[src/rtl/tx_backoff_ctrl.sv]
`timescale 1ns/1ps
// Transmit access controller: gates tx_sm starts behind carrier deferral and the
// inter-frame gap, and runs truncated binary exponential backoff after collisions.
module tx_backoff_ctrl #(
    parameter int          SLOT_TIME     = 64,
    parameter int          IFG_CYCLES    = 12,
    parameter int          MAX_ATTEMPTS  = 16,
    parameter int          BACKOFF_LIMIT = 10,
    parameter logic [15:0] LFSR_SEED     = 16'hACE1
) (
    input  logic       clock,
    input  logic       reset,
    input  logic       mode,
    input  logic       fifo_data_available,
    input  logic       carrier_sense,
    input  logic       collision,
    input  logic       tx_done,
    output logic       tx_start,
    output logic       fifo_retry,
    output logic       fifo_drop,
    output logic       late_collision,
    output logic [4:0] attempt_count
);
    // state    | meaning
    // IDLE     | no frame in flight
    // DEFER    | frame queued, waiting for a clear medium
    // IFG      | counting the inter-frame gap on a clear medium
    // START    | tx_start pulse, tx_sm launches the frame
    // TRANSMIT | frame on the wire, collision window open for one slot
    // WAIT_END | collided, waiting for tx_sm to finish the jam
    // BACKOFF  | waiting r slots before deferring again

    localparam int          GAP_W     = $clog2(IFG_CYCLES + 1);
    localparam int          WIN_W     = $clog2(SLOT_TIME + 1);
    localparam logic [GAP_W-1:0] GAP_LOAD = GAP_W'(IFG_CYCLES - 1);
    localparam logic [WIN_W-1:0] WIN_LOAD = WIN_W'(SLOT_TIME);
    localparam logic [WIN_W-1:0] INS_LOAD = WIN_W'(SLOT_TIME - 1);
    localparam logic [4:0]  K_MAX     = (BACKOFF_LIMIT > 10) ? 5'd10 : 5'(BACKOFF_LIMIT);
    localparam logic [4:0]  MAX_CNT   = 5'(MAX_ATTEMPTS);

    typedef enum logic [2:0] {
        S_IDLE, S_DEFER, S_IFG, S_START, S_TRANSMIT, S_WAIT_END, S_BACKOFF
    } state_t;

    state_t           state, state_nxt;
    logic [GAP_W-1:0] gap_cnt, gap_nxt;
    logic [WIN_W-1:0] win_cnt, win_nxt;
    logic [WIN_W-1:0] ins_cnt, ins_nxt;
    logic [9:0]       slot_cnt, slot_nxt;
    logic [15:0]      lfsr;
    logic [4:0]       cnt_nxt;
    logic             late_pend, late_nxt;
    logic             done_pend, done_nxt;
    logic             start_nxt, retry_nxt, drop_nxt, latec_nxt;
    logic             medium_busy, coll_hd;
    logic [4:0]       bo_k;
    logic [9:0]       bo_mask;

    assign medium_busy = ~mode & carrier_sense;
    assign coll_hd     = ~mode & collision;

    always_comb begin
        bo_k    = (attempt_count > K_MAX) ? K_MAX : attempt_count;
        bo_mask = 10'((11'd1 << bo_k) - 11'd1);
    end

    always_comb begin
        state_nxt = state;
        gap_nxt   = gap_cnt;
        win_nxt   = win_cnt;
        ins_nxt   = ins_cnt;
        slot_nxt  = slot_cnt;
        cnt_nxt   = attempt_count;
        late_nxt  = late_pend;
        done_nxt  = done_pend;
        start_nxt = 1'b0;
        retry_nxt = 1'b0;
        drop_nxt  = 1'b0;
        latec_nxt = 1'b0;
        case (state)
            S_IDLE: begin
                if (fifo_data_available) state_nxt = S_DEFER;
            end
            S_DEFER: begin
                if (!medium_busy) begin
                    state_nxt = S_IFG;
                    gap_nxt   = GAP_LOAD;
                end
            end
            S_IFG: begin
                if (medium_busy) begin
                    state_nxt = S_DEFER;
                end else if (gap_cnt == '0) begin
                    state_nxt = S_START;
                    start_nxt = 1'b1;
                end else begin
                    gap_nxt = gap_cnt - GAP_W'(1);
                end
            end
            S_START: begin
                state_nxt = S_TRANSMIT;
                win_nxt   = WIN_LOAD;
            end
            S_TRANSMIT: begin
                // a tx_done coinciding with the collision still ends the jam wait
                if (coll_hd) begin
                    state_nxt = S_WAIT_END;
                    done_nxt  = tx_done;
                    if (win_cnt != '0) begin
                        cnt_nxt  = attempt_count + 5'd1;
                        late_nxt = 1'b0;
                    end else begin
                        cnt_nxt   = 5'd0;
                        late_nxt  = 1'b1;
                        latec_nxt = 1'b1;
                    end
                end else if (tx_done) begin
                    state_nxt = S_IDLE;
                    cnt_nxt   = 5'd0;
                end else if (win_cnt != '0) begin
                    win_nxt = win_cnt - WIN_W'(1);
                end
            end
            S_WAIT_END: begin
                if (tx_done || done_pend) begin
                    done_nxt = 1'b0;
                    if (late_pend) begin
                        state_nxt = S_IDLE;
                        late_nxt  = 1'b0;
                    end else if (attempt_count == MAX_CNT) begin
                        state_nxt = S_IDLE;
                        drop_nxt  = 1'b1;
                        cnt_nxt   = 5'd0;
                    end else begin
                        state_nxt = S_BACKOFF;
                        retry_nxt = 1'b1;
                        slot_nxt  = lfsr[9:0] & bo_mask;
                        ins_nxt   = INS_LOAD;
                    end
                end
            end
            S_BACKOFF: begin
                if (slot_cnt == 10'd0) begin
                    state_nxt = S_DEFER;
                end else if (ins_cnt == '0) begin
                    slot_nxt = slot_cnt - 10'd1;
                    ins_nxt  = INS_LOAD;
                end else begin
                    ins_nxt = ins_cnt - WIN_W'(1);
                end
            end
            default: state_nxt = S_IDLE;
        endcase
    end

    always_ff @(posedge clock or negedge reset) begin
        if (!reset) begin
            state          <= S_IDLE;
            gap_cnt        <= '0;
            win_cnt        <= '0;
            ins_cnt        <= '0;
            slot_cnt       <= 10'd0;
            lfsr           <= LFSR_SEED;
            attempt_count  <= 5'd0;
            late_pend      <= 1'b0;
            done_pend      <= 1'b0;
            tx_start       <= 1'b0;
            fifo_retry     <= 1'b0;
            fifo_drop      <= 1'b0;
            late_collision <= 1'b0;
        end else begin
            state          <= state_nxt;
            gap_cnt        <= gap_nxt;
            win_cnt        <= win_nxt;
            ins_cnt        <= ins_nxt;
            slot_cnt       <= slot_nxt;
            lfsr           <= {lfsr[14:0], lfsr[15] ^ lfsr[13] ^ lfsr[12] ^ lfsr[10]};
            attempt_count  <= cnt_nxt;
            late_pend      <= late_nxt;
            done_pend      <= done_nxt;
            tx_start       <= start_nxt;
            fifo_retry     <= retry_nxt;
            fifo_drop      <= drop_nxt;
            late_collision <= latec_nxt;
        end
    end
endmodule

[config.mk]
export PLATFORM = sky130hd
export DESIGN_NAME = tx_backoff_ctrl
export DESIGN_NICKNAME = d
export VERILOG_FILES = /design/src/rtl/tx_backoff_ctrl.sv
export SDC_FILE = /design/constraint.sdc
export NUM_CORES = 1
export LEC_CHECK = 0
export CAP_MARGIN = 20
export CORE_ASPECT_RATIO = 0.5
export CORE_UTILIZATION = 45
export CTS_BUF_LIST = sky130_fd_sc_hd__clkbuf_16
export DETAILED_ROUTE_END_ITERATION = 6
export PLACE_DENSITY = 0.71
export RECOVER_POWER = 100
export SLEW_MARGIN = 20
export SYNTH_ARGS = -nofsm -noshare
export SYNTH_HDL_FRONTEND = slang
export SYNTH_SLANG_ARGS = --single-unit
[constraint.sdc]
create_clock -name clock -period 3 [get_ports clock]
set_clock_uncertainty 0.2 [all_clocks]
set_input_delay 0.6 -clock clock [delete_from_list [all_inputs] [get_ports clock]]
set_output_delay 0.6 -clock clock [all_outputs]
set_load 0.05 [all_outputs]
# After elaboration in Yosys (flattened, before gate mapping)
# Cells that the tools add are included.
# W data, S select, Z words.
# op_classes
eq_ne	24
mux	58
n_shift	1
magnitude_cmp	1
reduce_logical	17
addsub	6
bitwise_logic	7
# op_table
cell	count
$mux W7	8
$mux W10	5
$mux W5	7
$mux W3	10
$ne A2 B2 Y1 const B	15
$pmux W7 S2	2
$pmux W3 S7	1
$pmux W10 S2	1
$sub A10 B1 Y10 const B	2
$mux W1	17
$sub A7 B1 Y7 const B	2
$mux W4	3
$reduce_and A6 Y1	2
$and A10 B10 Y10	1
$logic_not A10 Y1	1
$pmux W5 S2	1
$reduce_and A5 Y1	2
$shl A1 B5 Y10 const A	1
$eq A3 B3 Y1 const B	3
$pmux W4 S2	1
$reduce_and A4 Y1	2
$reduce_bool A2 Y1	4
$logic_not A7 Y1	1
$reduce_bool A7 Y1	1
other kinds (15)	21
# totals
word_cells	127
regBits	58
input_bits	7

# Depth between registers and ports, before layout
# logic_depth
depth_word	9
ltp_mapped	10
ltp_nobuf	8

# Worst setup path after synthesis
# OpenSTA, ideal clock, no wires.
# synth_path
path_kind	register to register
start	register attempt_count[0]
end	register slot_cnt[4]
slack_ps	315
stages_incl_launch_ff	10
period_less_slack_ps	2685
required_time_ps	2672
n_path_buf	2
arrival_time_ps	2357
path_cell_list	dfrtp_1 clkbuf_1 inv_1 ha_1 and2_1 a2111oi_2 a21oi_2 buf_4 o21ai_0 o31ai_1
# synth_via
elab_chain_len	9
# synth_lines
element	line	text
start: declaration	22	output logic [4:0] attempt_count
start signal: assignment	178	attempt_count <= cnt_nxt;
$gt A5 B4 Y1	63	bo_k = (attempt_count > K_MAX) ? K_MAX : attempt_count;
$mux W5	63	
$shl A1 B5 Y10	64	bo_mask = 10'((11'd1 << bo_k) - 11'd1);
$sub A10 B1 Y10	64	
$and A10 B10 Y10	137	slot_nxt = lfsr[9:0] & bo_mask;
$mux W10	130	end else if (attempt_count == MAX_CNT) begin
$mux W10	127	if (late_pend) begin
$mux W10	125	if (tx_done || done_pend) begin
$pmux W10 S2	80	case (state)
end signal: assignment	176	slot_cnt <= slot_nxt;
end: declaration	49	logic [9:0] slot_cnt, slot_nxt;
# Several ways; a longest one is shown, not always the timed one. The select of a mux whose other input is x is not followed.
# A chain may end at the register's enable or synchronous reset.

# Worst setup path in the final report
# layout_path
start	register attempt_count[0]
end	register slot_cnt[0]
# Same word-level chain as after synthesis.

==> run metrics <==
startpoint types register; Worst EP arrival 2.81 ns; Post-Synth Simple-Gate Area 0.2228; I/O Buffers 15; Pins Over Slew Limit 0; post-route minimum period 2.742 ns; Top FF cell, synth dfrtp_1; residual DRC count 0; GRT overflow 0; syn avg cell area 9.608 µm²; die width 118.0 µm; most frequent cells in the layout dfrtp_1 (50), nor2_1 (32), o21ai_0 (22), a21oi_1 (22), nand2_1 (19); WL final 6674 µm; XOR/XNOR share of the synthesized area 0.02315; setup slack at placement 0.1944 ns; initial drt markers 152; ANT nets after route 0; Max Freq 364.7 MHz; gp weighted congestion 0.8289; post-synthesis adder-cell area fraction 0.03721; TritonCTS buffer count 9; layout cells sized above 1 0.1000; Gate Count Post-Synth 315; CP Cell Sequence inv_1 > ha_1 > and2_0 > a2111oi_0 > a21oi_2 > buf_4 > or3_1 > nand3_1; number of flops mapped to enable cells by yosys 0; post-synthesis mux area share 0.01778; hold_buf cts 0; Bufs on Longest Clock Path 2; Fin Setup TNS 0 ns; final core occ 0.5673; setup ws final 0.2583 ns; most common library cell in the layout ignoring fill and taps dfrtp_1; asr flop ratio synth 1.000; synth unique cells 60; drt pass-1 iters 5; WP data required 3.06 ns; Synth Register Bits 58; HPWL after DPL 4552 µm; first-pass GRT wire length 11390 µm; Reg clk slew, reported paths 0.05 ns; Final Cycle Share 0.9139; unrepaired setup endpoints after global routing no; post-CTS repair timing setup buffer count 0; leading area contributor after synthesis dfrtp_1; crit end category register; Vias 2506; Critical Path Max Stage Delay 0.69 ns; Sink Count 58; Setup-failing EPs final 0; die area 7078 µm²; sequential share of the synthesized area 0.4828; critical path class register to register; Starting Density 0.4819; die span in y 59.99 µm; worst-path maximum fanout 22; post_cts resized 0; Hold Vio Cnt, Final 0; Max Cap Viol 0; slew at the pin with the worst max-slew slack 0.9418 ns; post-route cell area 3563 µm²; Mapped Nets 331; H-tree depth 3; dpl cell area 3279 µm²; largest family of logic cells by synthesized area simple AND/OR/NAND/NOR gates; Worst Hold Class register to register; Ant. Diodes 0; Mapped Area 3027 µm²; post-synth top area share 0.4134; root buffer cell clkbuf_16; Lkg Pwr 1.514 nW; Clock Latency Late Sink 0.33 ns; slowest stage cell on the critical path a2111oi_0; relative slew slack 0.3722; main area contributors after synthesis dfrtp_1 (41%), dfstp_2 (6.9%), nor2_1 (4.0%), ha_1 (3.7%), a21oi_1 (3.6%); initial antenna violation count 0; # nets final 351; largest net degree at the start of global routing 45; worst vdd rail ir drop 0.4987 mV; yosys warns 0; TritonCTS clock tree done; Tot GR Track Use 0.2150; routed vias/inst 5.855; synth-to-layout area growth 17.73%; status finished clean; Core Rows 20; number of global-route vias before repair 2404; compound-cell area share of the yosys netlist 0.1769; IO Count 16; Core ar. 6281 µm²; WL per Instance 15.59 µm; total power 0.003473 W; Power Density 974.6 nW/µm²
[final timing paths]
check | startpoint | endpoint | slack, ns | cells after the start
min | lfsr[14]$_DFF_PN0_ | lfsr[15]$_DFF_PN1_ | 0.15 | 0
max reg2reg | attempt_count[0]$_DFFE_PN0P_ | slot_cnt[0]$_DFFE_PN0P_ | 0.26 | 8
max | attempt_count[0]$_DFFE_PN0P_ | slot_cnt[0]$_DFFE_PN0P_ | 0.26 | 8
max in group asynchronous | reset | gap_cnt[2]$_DFFE_PN0P_ | 1.42 | 2
min reg2reg | lfsr[14]$_DFF_PN0_ | lfsr[15]$_DFF_PN1_ | 0.15 | 0
min in group asynchronous | reset | win_cnt[6]$_DFFE_PN0P_ | 0.21 | 1
[power by group]
group          leakage, nW  switching [W]  internal (W)
logic                0.651       0.000698      0.000476
clock network        0.148       0.000351      0.000715
registers            0.714       0.000259      0.000974
[flip-flops by register name (all words and copies together) (netlist names), 3 cells and up]
register / flops
state: 3
ins_cnt: 7
gap_cnt: 4
attempt_count: 5
lfsr: 16
slot_cnt: 10
win_cnt: 7
[routing by layer]
metal	track usage	vias to the layer above	wire, µm
met5	0	-	0
met4	0.1044	0	117
met3	0.07920	12	309
met2	0.3513	60	3160
met1	0.2581	1246	3086
li1	-	1188	-
[critical path, delay by kind of cell (launching register included)]
| family | cells | cell delay (ns) |
|---|---|---|
| AOI/OAI and AO/OA | 2 | 0.73 |
| and+or+nand+nor | 3 | 0.60 |
| DFF | 1 | 0.53 |
| buffers and inverters | 2 | 0.39 |
| adders and majority gates | 1 | 0.23 |
[kinds of logic (layout without fill, tap and decap cells)]
group / after synthesis / in the layout
AOI/OAI and AO/OA: 82 / 82
xor gates and xnor gates: 8 / 8
adders and majority gates: 9 / 9
buffers and inverters: 28 / 53
DFF: 58 / 58
muxes: 5 / 5
and+or+nand+nor: 125 / 125
[synth_stat cells (3+ instances only)]
master / instances
inv_1: 13
xnor2_1: 6
a31oi_1: 6
nor3_1: 10
clkbuf_1: 10
nand3b_1: 4
dfstp_2: 8
o22a_1: 3
o31ai_1: 5
or3_1: 6
a21oi_1: 22
o211ai_1: 3
nand3_1: 12
o21ai_1: 3
nor2b_1: 4
mux2_2: 3
o21ai_0: 20
ha_1: 9
dfrtp_1: 50
and2_1: 3
or4_1: 3
nor4_1: 5
nor2_1: 32
nand2_1: 19
nand2b_1: 9
[stage by stage]
step | std cells | hold slack, ns
final | 428 | 0.1531
after global routing | 428 | 0.1645
after CTS | 428 | 0.1562
after detailed placement | 412 | 0.1402
after global placement | 412 | 0.1433
after floorplan | 315 | 0.1044
[cell type report]
class / count / area (µm²)
fill: 531 / 2718
sequential: 58 / 1461
multi-input combinational: 229 / 1440
clock buffer: 9 / 225.2
timing repair buffer: 24 / 193.9
tap: 88 / 110.1
clock inverter: 7 / 83.83
inverter: 13 / 48.80
Note: power is estimated with default switching activity, not from simulation.
